**config.mk**
```make
export PLATFORM = sky130hd
export DESIGN_NAME = uart_transmitter
export DESIGN_NICKNAME = d
export VERILOG_FILES = /design/src/rtl/uart_transmitter.sv
export SDC_FILE = /design/constraint.sdc
export NUM_CORES = 1
export LEC_CHECK = 0
export BUFFER_PORTS_ARGS = -buffer_cell sky130_fd_sc_hd__clkbuf_2
export CORE_MARGIN = 3
export CORE_UTILIZATION = 55
export CTS_BUF_LIST = sky130_fd_sc_hd__clkbuf_2 sky130_fd_sc_hd__clkbuf_4 sky130_fd_sc_hd__clkbuf_8
export CTS_CLUSTER_DIAMETER = 120
export DETAILED_ROUTE_END_ITERATION = 16
export PLACE_DENSITY = 0.76
export SETUP_SLACK_MARGIN = 0.3
export SYNTH_ARGS = -nofsm -noshare
export SYNTH_HDL_FRONTEND = slang
export SYNTH_SLANG_ARGS = --single-unit
```
**constraint.sdc**
```tcl
create_clock -name CLK -period 2.1 [get_ports CLK]
set_input_delay 0.42 -clock CLK [delete_from_list [all_inputs] [get_ports CLK]]
set_output_delay 0.42 -clock CLK [all_outputs]
set_load 0.02 [all_outputs]
```
**src/rtl/uart_transmitter.sv**
```systemverilog
`default_nettype none
// ============================================================================
// Module      : uart_transmitter
// Description : 8N1 UART transmitter. It accepts one byte per tx_start
//               handshake and sends it LSB-first with start and stop bits.
//               Define UART_TX_PARITY_EN to add an even-parity bit (8E1).
// Revision    : 1.0  initial release
// ============================================================================
module uart_transmitter #(
    parameter int CLK_HZ = 12_000_000,
    parameter int BAUD   = 9600
) (
    input  logic       CLK,
    input  logic       RST_N,
    input  logic       tx_start,
    input  logic [7:0] tx_byte,
    output logic       tx_busy,
    output logic       tx_done,
    output logic       UART_TX
);

    localparam int CLKS_PER_BIT = CLK_HZ / BAUD;
    localparam int CNT_W        = (CLKS_PER_BIT > 1) ? $clog2(CLKS_PER_BIT) : 1;
    localparam logic [CNT_W-1:0] C_BAUD_LAST = CNT_W'(CLKS_PER_BIT - 1);

    typedef enum logic [2:0] {
        S_IDLE   = 3'd0,
        S_START  = 3'd1,
        S_DATA   = 3'd2,
        S_PARITY = 3'd3,
        S_STOP   = 3'd4
    } state_t;

    state_t           state_q, state_d;
    logic [CNT_W-1:0] baud_q,  baud_d;
    logic [2:0]       bit_q,   bit_d;
    logic [7:0]       shift_q, shift_d;
    logic             tx_q,    tx_d;
    logic             busy_q,  busy_d;
    logic             done_q,  done_d;
`ifdef UART_TX_PARITY_EN
    logic             par_q,   par_d;
`endif

    logic baud_end;
    assign baud_end = (baud_q == C_BAUD_LAST);

    always_comb begin
        state_d = state_q;
        baud_d  = baud_end ? '0 : baud_q + 1'b1;
        bit_d   = bit_q;
        shift_d = shift_q;
        tx_d    = tx_q;
        busy_d  = busy_q;
        done_d  = 1'b0;
`ifdef UART_TX_PARITY_EN
        par_d   = par_q;
`endif
        case (state_q)
            S_IDLE: begin
                baud_d = '0;
                tx_d   = 1'b1;
                busy_d = 1'b0;
                if (tx_start) begin
                    state_d = S_START;
                    shift_d = tx_byte;
                    bit_d   = 3'd0;
                    tx_d    = 1'b0;
                    busy_d  = 1'b1;
`ifdef UART_TX_PARITY_EN
                    par_d   = ^tx_byte;
`endif
                end
            end
            S_START: begin
                if (baud_end) begin
                    state_d = S_DATA;
                    tx_d    = shift_q[0];
                end
            end
            S_DATA: begin
                if (baud_end) begin
                    if (bit_q == 3'd7) begin
`ifdef UART_TX_PARITY_EN
                        state_d = S_PARITY;
                        tx_d    = par_q;
`else
                        state_d = S_STOP;
                        tx_d    = 1'b1;
`endif
                    end else begin
                        // The line register is loaded with the next bit as the shift happens.
                        bit_d   = bit_q + 3'd1;
                        shift_d = shift_q >> 1;
                        tx_d    = shift_q[1];
                    end
                end
            end
`ifdef UART_TX_PARITY_EN
            S_PARITY: begin
                if (baud_end) begin
                    state_d = S_STOP;
                    tx_d    = 1'b1;
                end
            end
`endif
            S_STOP: begin
                if (baud_end) begin
                    state_d = S_IDLE;
                    tx_d    = 1'b1;
                    busy_d  = 1'b0;
                    done_d  = 1'b1;
                    bit_d   = 3'd0;
                    shift_d = 8'h00;
                end
            end
            default: begin
                state_d = S_IDLE;
                baud_d  = '0;
                tx_d    = 1'b1;
                busy_d  = 1'b0;
            end
        endcase
    end

    always_ff @(posedge CLK or negedge RST_N) begin
        if (!RST_N) begin
            state_q <= S_IDLE;
            baud_q  <= '0;
            bit_q   <= 3'd0;
            shift_q <= 8'h00;
            tx_q    <= 1'b1;
            busy_q  <= 1'b0;
            done_q  <= 1'b0;
`ifdef UART_TX_PARITY_EN
            par_q   <= 1'b0;
`endif
        end else begin
            state_q <= state_d;
            baud_q  <= baud_d;
            bit_q   <= bit_d;
            shift_q <= shift_d;
            tx_q    <= tx_d;
            busy_q  <= busy_d;
            done_q  <= done_d;
`ifdef UART_TX_PARITY_EN
            par_q   <= par_d;
`endif
        end
    end

    assign UART_TX = tx_q;
    assign tx_busy = busy_q;
    assign tx_done = done_q;

endmodule
`default_nettype wire

```
==> flow_summary.json <==
{
  "portBuffers": 13,
  "grt_pass1_vias": 1166,
  "routed_via_density": 5.78,
  "final_cells": 201,
  "finalClockSkew_ns": 0.00987,
  "finalCritPeriodShare": 0.882,
  "power_density_nw_per_um2": 808,
  "multi_input_area_um2": 827,
  "clkPwrFrac": 0.168,
  "switchingPower_w": 0.000472,
  "n_antenna_cell": 0,
  "regToRegSetupSlack_ns": 0.25,
  "drv_cap": 0,
  "synth_edf_count": 0,
  "yosysMostFrequentCell": "dfrtp_1",
  "dieArea_um2": 3380,
  "peakVddDrop_v": 0.000629,
  "seq_power_share": 0.532,
  "first_pass_iters": 4,
  "core_area_um2": 2520,
  "drive_gt1_frac": 0.363,
  "worstSkewPairLatency_ns": 0.33,
  "power_switching_share": 0.323,
  "rows": 18,
  "fin_setup_tns_ns": 0,
  "final_net_count": 187,
  "clock-sinks": 28,
  "required_ns": 2.34,
  "post-route-cell-area_um2": 1810,
  "postSynthAreaPerCell_um2": 10.5,
  "start_kind": "flop",
  "ios": 14,
  "fmax_ghz": 0.540,
  "dpl.cell_count": 184,
  "ys.flop_type": "dfrtp_1",
  "synthTopCellsByCount": "dfrtp_1, nand2_1, nor2_1",
  "antenna_found_initial": 0,
  "finalMaxSlewViolations": 0,
  "clockBufferDepth": 2,
  "fin_ws_ns": 0.248,
  "min_period_ns": 1.85,
  "die_h_um": 58.1,
  "wl_um": 3140,
  "status": "finished clean",
  "async_reset_ff_frac": 1.00,
  "synth_fp_nets": 157,
  "cts_tree": "built",
  "crit_path_end_kind": "flop",
  "ant_nets": 0,
  "clock-root-buffer": "clkbuf_4",
  "area_growth_pct": 21.3,
  "min_path_type": "primary input to asynchronous set/reset pin",
  "drc_errors": 0,
  "synth-seq-cells": 28,
  "setup_viol": 0,
  "hold_violations": 0,
  "fin_util": 0.718,
  "synth_area_um2": 1490,
  "relSlewSlack": 0.545,
  "place_ws_ns": 0.111,
  "numCtsBuffers": 3,
  "yosys.area.top_type": "dfrtp_1",
  "grt_use_total": 0.201,
  "r2r_cells": 7,
  "vias": 1162,
  "cp_max_fo": 4,
  "critPathKind": "flop to flop",
  "arrival_ns": 2.09,
  "leakagePower_nw": 0.847,
  "yosysWarnings": 0,
  "yosysUniqueCellTypes": 37,
  "worst_pin_slew_ns": 0.682,
  "grt_setup_unrepaired": "yes",
  "htreeDepth": 1,
  "r2r_start": "baud_q[1]",
  "drt_first_iter_violations": 44,
  "p_comb_frac": 0.300,
  "nFillCells": 176,
  "postPlaceCellArea_um2": 1600,
  "netlist_instances": 142,
  "internal_power_w": 0.000991,
  "grt_overflow": 0,
  "yosys-top-cells-area": "dfrtp_1, mux2_2, nand2_1, xor2_1, a32oi_1",
  "synth_top_area_frac": 0.452,
  "grt_pass1_wl_um": 5230,
  "grt_max_degree": 29,
  "dpl.hpwl_um": 2040,
  "die-width_um": 58.1,
  "r2r-end": "shift_q[1]",
  "cts.clk_slew.worst_paths_ns": 0.15,
  "start_util": 0.592,
  "gp_congestion": 0.874,
  "seq_area_um2": 702,
  "post_drt_wl_per_cell_um": 15.6,
  "seq_area_frac_synth": 0.470
}
## sequential cells by signal, indices dropped and copies added (netlist names)
name and cells:
baud_q 11, shift_q 8, bit_q 3, state_q 3
UART_TX 1, tx_busy 1, tx_done 1
## cells in the final DEF, fill, tap and decap left out, types with 2 or more instances in the layout
cell      synthesis  routed
dfrtp_1          27      27
nand2_1          21      20
buf_4             1      15
nor2_1           13      13
clkbuf_2          0      13
xor2_1            9       9
a32oi_1           7       7
mux2_4            0       7
a21oi_1           5       4
clkbuf_4          0       4
nand4_1           3       3
nand3_1           3       3
inv_2             0       2
xnor2_1           2       2
o21ai_0           2       2
and3_2            2       2
and4_1            3       2
inv_1             4       2
o21bai_1          2       2
a22o_1            2       2
nor2b_1           3       2
nand2b_1          2       2
mux2_2            9       2
ha_2              0       2
buf_6             0       2
## power groups by stage
stage | registers (W) | clock network, W | logic, W
2_1_floorplan | 0.000781 | 0 | 0.000220
3_3_place_gp | 0.000780 | 0 | 0.000306
3_5_place_dp | 0.000786 | 0 | 0.000322
4_1_cts | 0.000767 | 0.000253 | 0.000370
5_1_grt | 0.000797 | 0.000270 | 0.000492
6_report | 0.000779 | 0.000246 | 0.000438
## layer usage
layer,vias to the layer above,routed length [µm],global-route usage
met5,-,0,0
met2,23,1560,0.331
li1,566,-,-
met3,8,91,0.0334
met4,0,59,0.0695
met1,565,1440,0.268
## area by class of cell
cell class,instances,share of cell area
multi-input combinational,105,0.456
sequential,28,0.387
timing repair buffer,30,0.110
tap,30,0.0207
clock buffer,4,0.0166
inverter,4,0.00829
## kinds of logic (layout without fill, tap and decap cells)
kind of cell / after synthesis / count (layout) / share of synthesized area
DFF: 28 / 28 / 0.470
AOI/OAI and AO/OA: 24 / 24 / 0.134
xor gates and xnor gates: 11 / 11 / 0.0645
buffers and inverters: 9 / 38 / 0.0260
and+or+nand+nor: 57 / 57 / 0.204
adders and majority gates: 4 / 4 / 0.0335
muxes: 9 / 9 / 0.0678
## through the flow
step | total power (W) | hold slack [ns]
2_1_floorplan | 0.00100 | 0.124
3_3_place_gp | 0.00109 | 0.481
3_5_place_dp | 0.00111 | 0.494
4_1_cts | 0.00139 | 0.121
5_1_grt | 0.00156 | 0.142
6_report | 0.00146 | 0.100
## worst max-delay path by stage
stage	to	slack [ns]	cells after the start	from
6_report	shift_q[1]	0.25	7	baud_q[1]
5_1_grt	shift_q[2]	0.16	7	baud_q[1]
4_1_cts	shift_q[1]	0.30	7	baud_q[1]
3_5_place_dp	shift_q[1]	0.11	6	baud_q[1]
3_3_place_gp	shift_q[3]	0.17	6	bit_q[0]
2_1_floorplan	shift_q[0]	0.30	6	bit_q[0]
## critical path, stage by stage, from the launching register on
cell and delay (ns):
dfrtp_1 0.42, inv_2 0.07, ha_4 0.11, and4bb_2 0.27
nand3_4 0.11, a221oi_4 0.31, buf_6 0.17, mux2_4 0.30
## repair_timing
item                                    in CTS  in global routing
cloned                                       0                  0
pin swaps                                    2                  3
setup buffers                                9                  4
resized for setup                           10                 13
endpoints found under the setup margin      11                 13
hold buffers                                 0                  0
Power figures use the tool's default switching activity.
